--- src/rtl/alu_seq_pkg.sv ---
// alu_seq_pkg: shared widths, op codes, FSM states and FIFO entry layout for the ALU op sequencer
package alu_seq_pkg;
  localparam int DATA_W = 4;
  localparam logic [1:0] OP_NOP = 2'b00;
  localparam logic [1:0] OP_SUB = 2'b01;
  localparam logic [1:0] OP_CMP = 2'b10;
  localparam logic [1:0] OP_AND = 2'b11;
  typedef enum logic {ST_IDLE, ST_EXEC} state_e;
  typedef struct packed {
    logic [1:0]        op;
    logic [DATA_W-1:0] a;
    logic [DATA_W-1:0] b;
  } fifoEntry_t;
endpackage

--- src/rtl/op_fifo.sv ---
// op_fifo: synchronous command FIFO with wrap-around pointers and an extra pointer bit for full/empty
module op_fifo
  import alu_seq_pkg::*;
#(
  parameter int DEPTH = 4
) (
  input  logic                   clk,
  input  logic                   rst_n,
  input  logic                   push,
  input  logic                   pop,
  input  fifoEntry_t             wrData,
  output fifoEntry_t             rdData,
  output logic                   full,
  output logic                   empty,
  output logic [$clog2(DEPTH):0] level
);
  localparam int AW = $clog2(DEPTH);
  fifoEntry_t mem [DEPTH];
  logic [AW:0] wrPtr, rdPtr;
  always_ff @(posedge clk) begin
    if (!rst_n) begin
      wrPtr <= '0;
      rdPtr <= '0;
    end else begin
      if (push && !full) wrPtr <= wrPtr + 1'b1;
      if (pop && !empty) rdPtr <= rdPtr + 1'b1;
    end
  end
  always_ff @(posedge clk)
    if (push && !full) mem[wrPtr[AW-1:0]] <= wrData;
  assign empty  = wrPtr == rdPtr;
  assign full   = (wrPtr[AW] != rdPtr[AW]) && (wrPtr[AW-1:0] == rdPtr[AW-1:0]);
  assign level  = wrPtr - rdPtr;
  assign rdData = mem[rdPtr[AW-1:0]];
endmodule

--- src/rtl/alu_op_sequencer.sv ---
// alu_op_sequencer: buffers ALU commands, issues one per two cycles and registers each result behind a valid/ready slot
module alu_op_sequencer
  import alu_seq_pkg::*;
#(
  parameter int DEPTH = 4
) (
  input  logic                   clk,
  input  logic                   rst_n,
  input  logic                   in_valid,
  output logic                   in_ready,
  input  logic [DATA_W-1:0]      in_a,
  input  logic [DATA_W-1:0]      in_b,
  input  logic [1:0]             in_op,
  output logic [DATA_W-1:0]      alu_a,
  output logic [DATA_W-1:0]      alu_b,
  output logic [1:0]             alu_s,
  input  logic [DATA_W-1:0]      alu_sum_sub,
  input  logic                   alu_carry_sub,
  input  logic                   alu_gt,
  input  logic                   alu_eq,
  input  logic                   alu_lt,
  input  logic [DATA_W-1:0]      alu_and,
  output logic                   out_valid,
  input  logic                   out_ready,
  output logic [DATA_W-1:0]      out_result,
  output logic                   out_carry,
  output logic [2:0]             out_flags,
  output logic [1:0]             out_op,
  output logic [$clog2(DEPTH):0] fifo_level
);
  state_e     state, stateNext;
  logic       full, empty, push, pop;
  fifoEntry_t head;
  assign in_ready = rst_n && !full;
  assign push     = in_valid && in_ready;
  op_fifo #(.DEPTH(DEPTH)) u_fifo (
    .clk    (clk),
    .rst_n  (rst_n),
    .push   (push),
    .pop    (pop),
    .wrData ({in_op, in_a, in_b}),
    .rdData (head),
    .full   (full),
    .empty  (empty),
    .level  (fifo_level)
  );
  always_ff @(posedge clk)
    state <= !rst_n ? ST_IDLE : stateNext;
  always_comb
    stateNext = (state == ST_EXEC) ? ST_IDLE : (pop ? ST_EXEC : ST_IDLE);
  always_comb
    pop = (state == ST_IDLE) && !empty && (!out_valid || out_ready);
  always_ff @(posedge clk) begin
    if (!rst_n) begin
      alu_a      <= '0;
      alu_b      <= '0;
      alu_s      <= OP_NOP;
      out_valid  <= 1'b0;
      out_result <= '0;
      out_carry  <= 1'b0;
      out_flags  <= '0;
      out_op     <= OP_NOP;
    end else begin
      if (pop) begin
        alu_a <= head.a;
        alu_b <= head.b;
        alu_s <= head.op;
      end else if (state == ST_EXEC) begin
        alu_a <= '0;
        alu_b <= '0;
        alu_s <= OP_NOP;
      end
      if (state == ST_EXEC) begin
        out_valid  <= 1'b1;
        out_op     <= alu_s;
        out_result <= (alu_s == OP_SUB) ? alu_sum_sub : (alu_s == OP_AND) ? alu_and : '0;
        out_carry  <= (alu_s == OP_SUB) && alu_carry_sub;
        out_flags  <= (alu_s == OP_CMP) ? {alu_gt, alu_eq, alu_lt} : 3'b000;
      end else if (out_ready) begin
        out_valid <= 1'b0;
      end
    end
  end
endmodule

--- config.mk ---
export PLATFORM = sky130hd
export DESIGN_NAME = alu_op_sequencer
export DESIGN_NICKNAME = d
export VERILOG_FILES = /design/src/rtl/alu_seq_pkg.sv /design/src/rtl/op_fifo.sv /design/src/rtl/alu_op_sequencer.sv
export SDC_FILE = /design/constraint.sdc
export NUM_CORES = 1
export LEC_CHECK = 0
export BUFFER_PORTS_ARGS = -buffer_cell sky130_fd_sc_hd__buf_2
export CAP_MARGIN = 20
export CORE_ASPECT_RATIO = 1.1
export CORE_MARGIN = 10
export CORE_UTILIZATION = 47
export DETAILED_ROUTE_END_ITERATION = 12
export HOLD_SLACK_MARGIN = 0.15
export PLACE_DENSITY = 0.76
export SKIP_CTS_REPAIR_TIMING = 1
export SLEW_MARGIN = 25
export SYNTH_ARGS = -nofsm -noshare
export SYNTH_HDL_FRONTEND = slang
export SYNTH_SLANG_ARGS = --single-unit
--- constraint.sdc ---
create_clock -name clk -period 6.7 [get_ports clk]
set_clock_uncertainty 0.1 [all_clocks]
set_input_delay 0.67 -clock clk [delete_from_list [all_inputs] [get_ports clk]]
set_output_delay 0.67 -clock clk [all_outputs]
set_load 0.02 [all_outputs]
==> impl_metrics.yaml <==
clock_network:
  cts_buffer_depth: 2
  clk_latency_ns: 0.35
  clk_pin_slew_ns: 0.08
  root_buffer: "clkbuf_8"
  cts.htree.levels: 3
  cts.sinks: 70
  cts_tree: "built"
  numCtsBuffers: 9
power_and_ir_drop:
  p_per_area_mw_per_mm2: 365
  p_total_w: 0.00129
  p_leak_nw: 1.33
  ir_drop_mv: 0.172
yosys:
  synth_top_area_share_pct: 39.4
  ys_types: 36
  yosys.cell_count.top_type: "edfxtp_1"
  synth_area_leaders: "edfxtp_1 39%, dfxtp_1 20%, mux4_2 7.4%"
  netlist_area_mm2: 0.00305
  async_flop_share_pct: 0
  synthTopCellsByCount: "40 x edfxtp_1, 30 x dfxtp_1, 21 x inv_1"
  avgSynthCellArea_um2: 13.7
  ys_ff_latch: 70
  yosysSeqAreaShare_pct: 59.1
  synth-edff-count: 40
  netlist_instances: 223
  synth_area_leader_cell: "edfxtp_1"
  syn_nets: 257
  ys_warn_count: 0
  synth_flop_cell: "edfxtp_1"
global_route:
  grt_pass1_wl_mm: 9.92
  antenna_found_initial: 0
  grt_max_degree: 40
  met3_usage_pct: 3.46
  met1_usage_pct: 14.6
  overflow: 0
  use_met2_pct: 18.6
  grt_pass1_vias: 1975
  grtUsageTotal_pct: 11.9
  busiest_layer: "met2"
setup_path:
  crit_type: "reg -> out"
  required_ns: 5.93
  cpMostUsedCell: "nor2_1"
  cp.buffers_inverters: 2
  cpPeakStageDelay_ns: 0.39
  startpoint_type: "flop"
  crit_fanout: 11
  crit_path_cell_trace: "inv_1 > ha_1 > nand2_1 > nor2_1 > nor2_1 > buf_2"
  worstSetupEndpointType: "primary output"
  worst_path_max_delay_cell: "dfxtp_1"
  arrival_ns: 1.91
  critPathTopFamily: "simple AND/OR/NAND/NOR gates"
timing:
  fin_tns_setup_ns: 0
  period_needed_ns: 2.68
  worst_slew_pin_slew_ns: 0.913
  slew_headroom_pct: 38.9
  rsz0062_at_grt: "no"
  hold_viol_final: 0
  clock.fmax_mhz: 373
  drv_slew: 0
  fin_crit_sh_pct: 40.0
  setup_violations: 0
drt:
  antenna_left: 0
  drt_iter0_markers: 104
  drt_pass1_iterations: 4
  num_vias: 1929
  wl_per_cell_um: 16.7
  via_per_inst: 5.45
  route.detailed.drc: 0
  routed_wl_mm: 5.90
floorplanning:
  fp-row-count: 30
  die_y_um: 104
  core_area_mm2: 0.00623
  fp.dieW_um: 96.8
  boundaryPins: 51
  start_util_pct: 49.0
  dieArea_mm2: 0.0101
cells_and_area:
  final_layout_size_suffix_gt1_share_pct: 29.6
  syn2layout_area_growth_pct: 15.5
  fillerInstances: 527
  register_area_mm2: 0.00180
  nets: 303
  multiInputGateArea_mm2: 0.00110
  diodes: 0
placement:
  gp_congestion: 0.783
  portBuffers: 50
  hpwl_mm: 4.13
worst_hold_path:
  hp-class: "reg -> reg"
run:
  maxCapViolCount: 0
run_status:
  outcome: "completed"
## kinds of logic (layout without fill, tap and decap cells)
logic type | after synthesis | after routing | share of synthesized area [%]
and+or+nand+nor | 48 | 48 | 10.2
buffers and inverters | 37 | 88 | 4.92
adders and majority gates | 8 | 8 | 3.53
DFF | 70 | 70 | 59.1
AOI/OAI and AO/OA | 36 | 36 | 10.2
xor gates and xnor gates | 3 | 3 | 1.11
muxes | 21 | 21 | 11.0
## per-stage QoR
stage          utilization, %  worst slack, ns  cell area [um^2]  instances  hold WS (ns)
3_3_place_gp             53.5             4.01              3330        338         0.353
5_1_grt                  56.5             3.88              3520        354         0.399
4_1_cts                  56.5             3.99              3520        354         0.373
6_report                 56.5             4.02              3520        354         0.375
2_1_floorplan               -             4.53              3050        223         0.369
3_5_place_dp             53.5             4.00              3330        338         0.359
## cells in the final DEF (no fill, tap or decap), types with 2 or more instances in the layout
| master | Yosys | final |
|---|---|---|
| a21oi_1 | 6 | 6 |
| a22o_1 | 10 | 10 |
| and2_1 | 5 | 5 |
| and3_1 | 4 | 4 |
| buf_2 | 3 | 50 |
| clkbuf_8 | 0 | 9 |
| clkinv_4 | 0 | 2 |
| dfxtp_1 | 30 | 29 |
| edfxtp_1 | 40 | 40 |
| ha_1 | 7 | 7 |
| inv_1 | 21 | 21 |
| inv_6 | 0 | 2 |
| inv_8 | 0 | 2 |
| mux2i_1 | 11 | 11 |
| mux4_2 | 10 | 10 |
| nand2_1 | 10 | 10 |
| nand2b_1 | 7 | 7 |
| nand3_1 | 3 | 3 |
| nor2_1 | 5 | 5 |
| nor2b_1 | 2 | 2 |
| o22ai_1 | 4 | 4 |
| o41ai_1 | 10 | 10 |
| or4bb_1 | 9 | 9 |
## tightest hold or removal path: cells and delay by family, from the launching register on
| kind | cells | cell delay [ns] |
|---|---|---|
| AOI/OAI and AO/OA | 1 | 0.05 |
| DFF | 1 | 0.31 |
| and+or+nand+nor | 1 | 0.07 |
## power breakdown
group	internal, W	switching [W]	total (W)
clock network	0.000143	0.000179	0.000322
logic	0.000170	0.000191	0.000361
registers	0.000510	0.0000915	0.000602
total	0.000824	0.000462	0.00129
## final timing paths
kind                                          to             from  cells past startpoint  slack [ns]
worst max-delay path                    in_ready  u_fifo.wrPtr[0]                      6        4.02
worst min-delay path                out_flags[2]     out_flags[2]                      2        0.37
worst max register to register  u_fifo.mem[2][8]  u_fifo.wrPtr[0]                      5        4.13
worst min register to register      out_flags[2]     out_flags[2]                      2        0.37
## per-layer routing
| layer | wire length (um) | vias up |
|---|---|---|
| met4 | 78 | 0 |
| met5 | 0 | - |
| li1 | - | 932 |
| met2 | 2850 | 55 |
| met3 | 371 | 9 |
| met1 | 2600 | 933 |
## flip-flops by register name, indices dropped and copies added (netlist names), named ones only
register	count
alu_b	4
u_fifo.rdPtr	3
out_valid	1
alu_a	4
u_fifo.wrPtr	3
u_fifo.mem	40
out_carry	1
out_flags	3
out_op	2
alu_s	2
state	1
out_result	4
## layout make-up
cell class                 count  area share [%]
tap                           80            2.84
clock buffer                   9            3.52
multi-input combinational    116            31.2
inverter                      22            2.34
timing repair buffer          50            7.10
sequential                    70            51.2
clock inverter                 7            1.85
(Power assumes the default switching activity.)
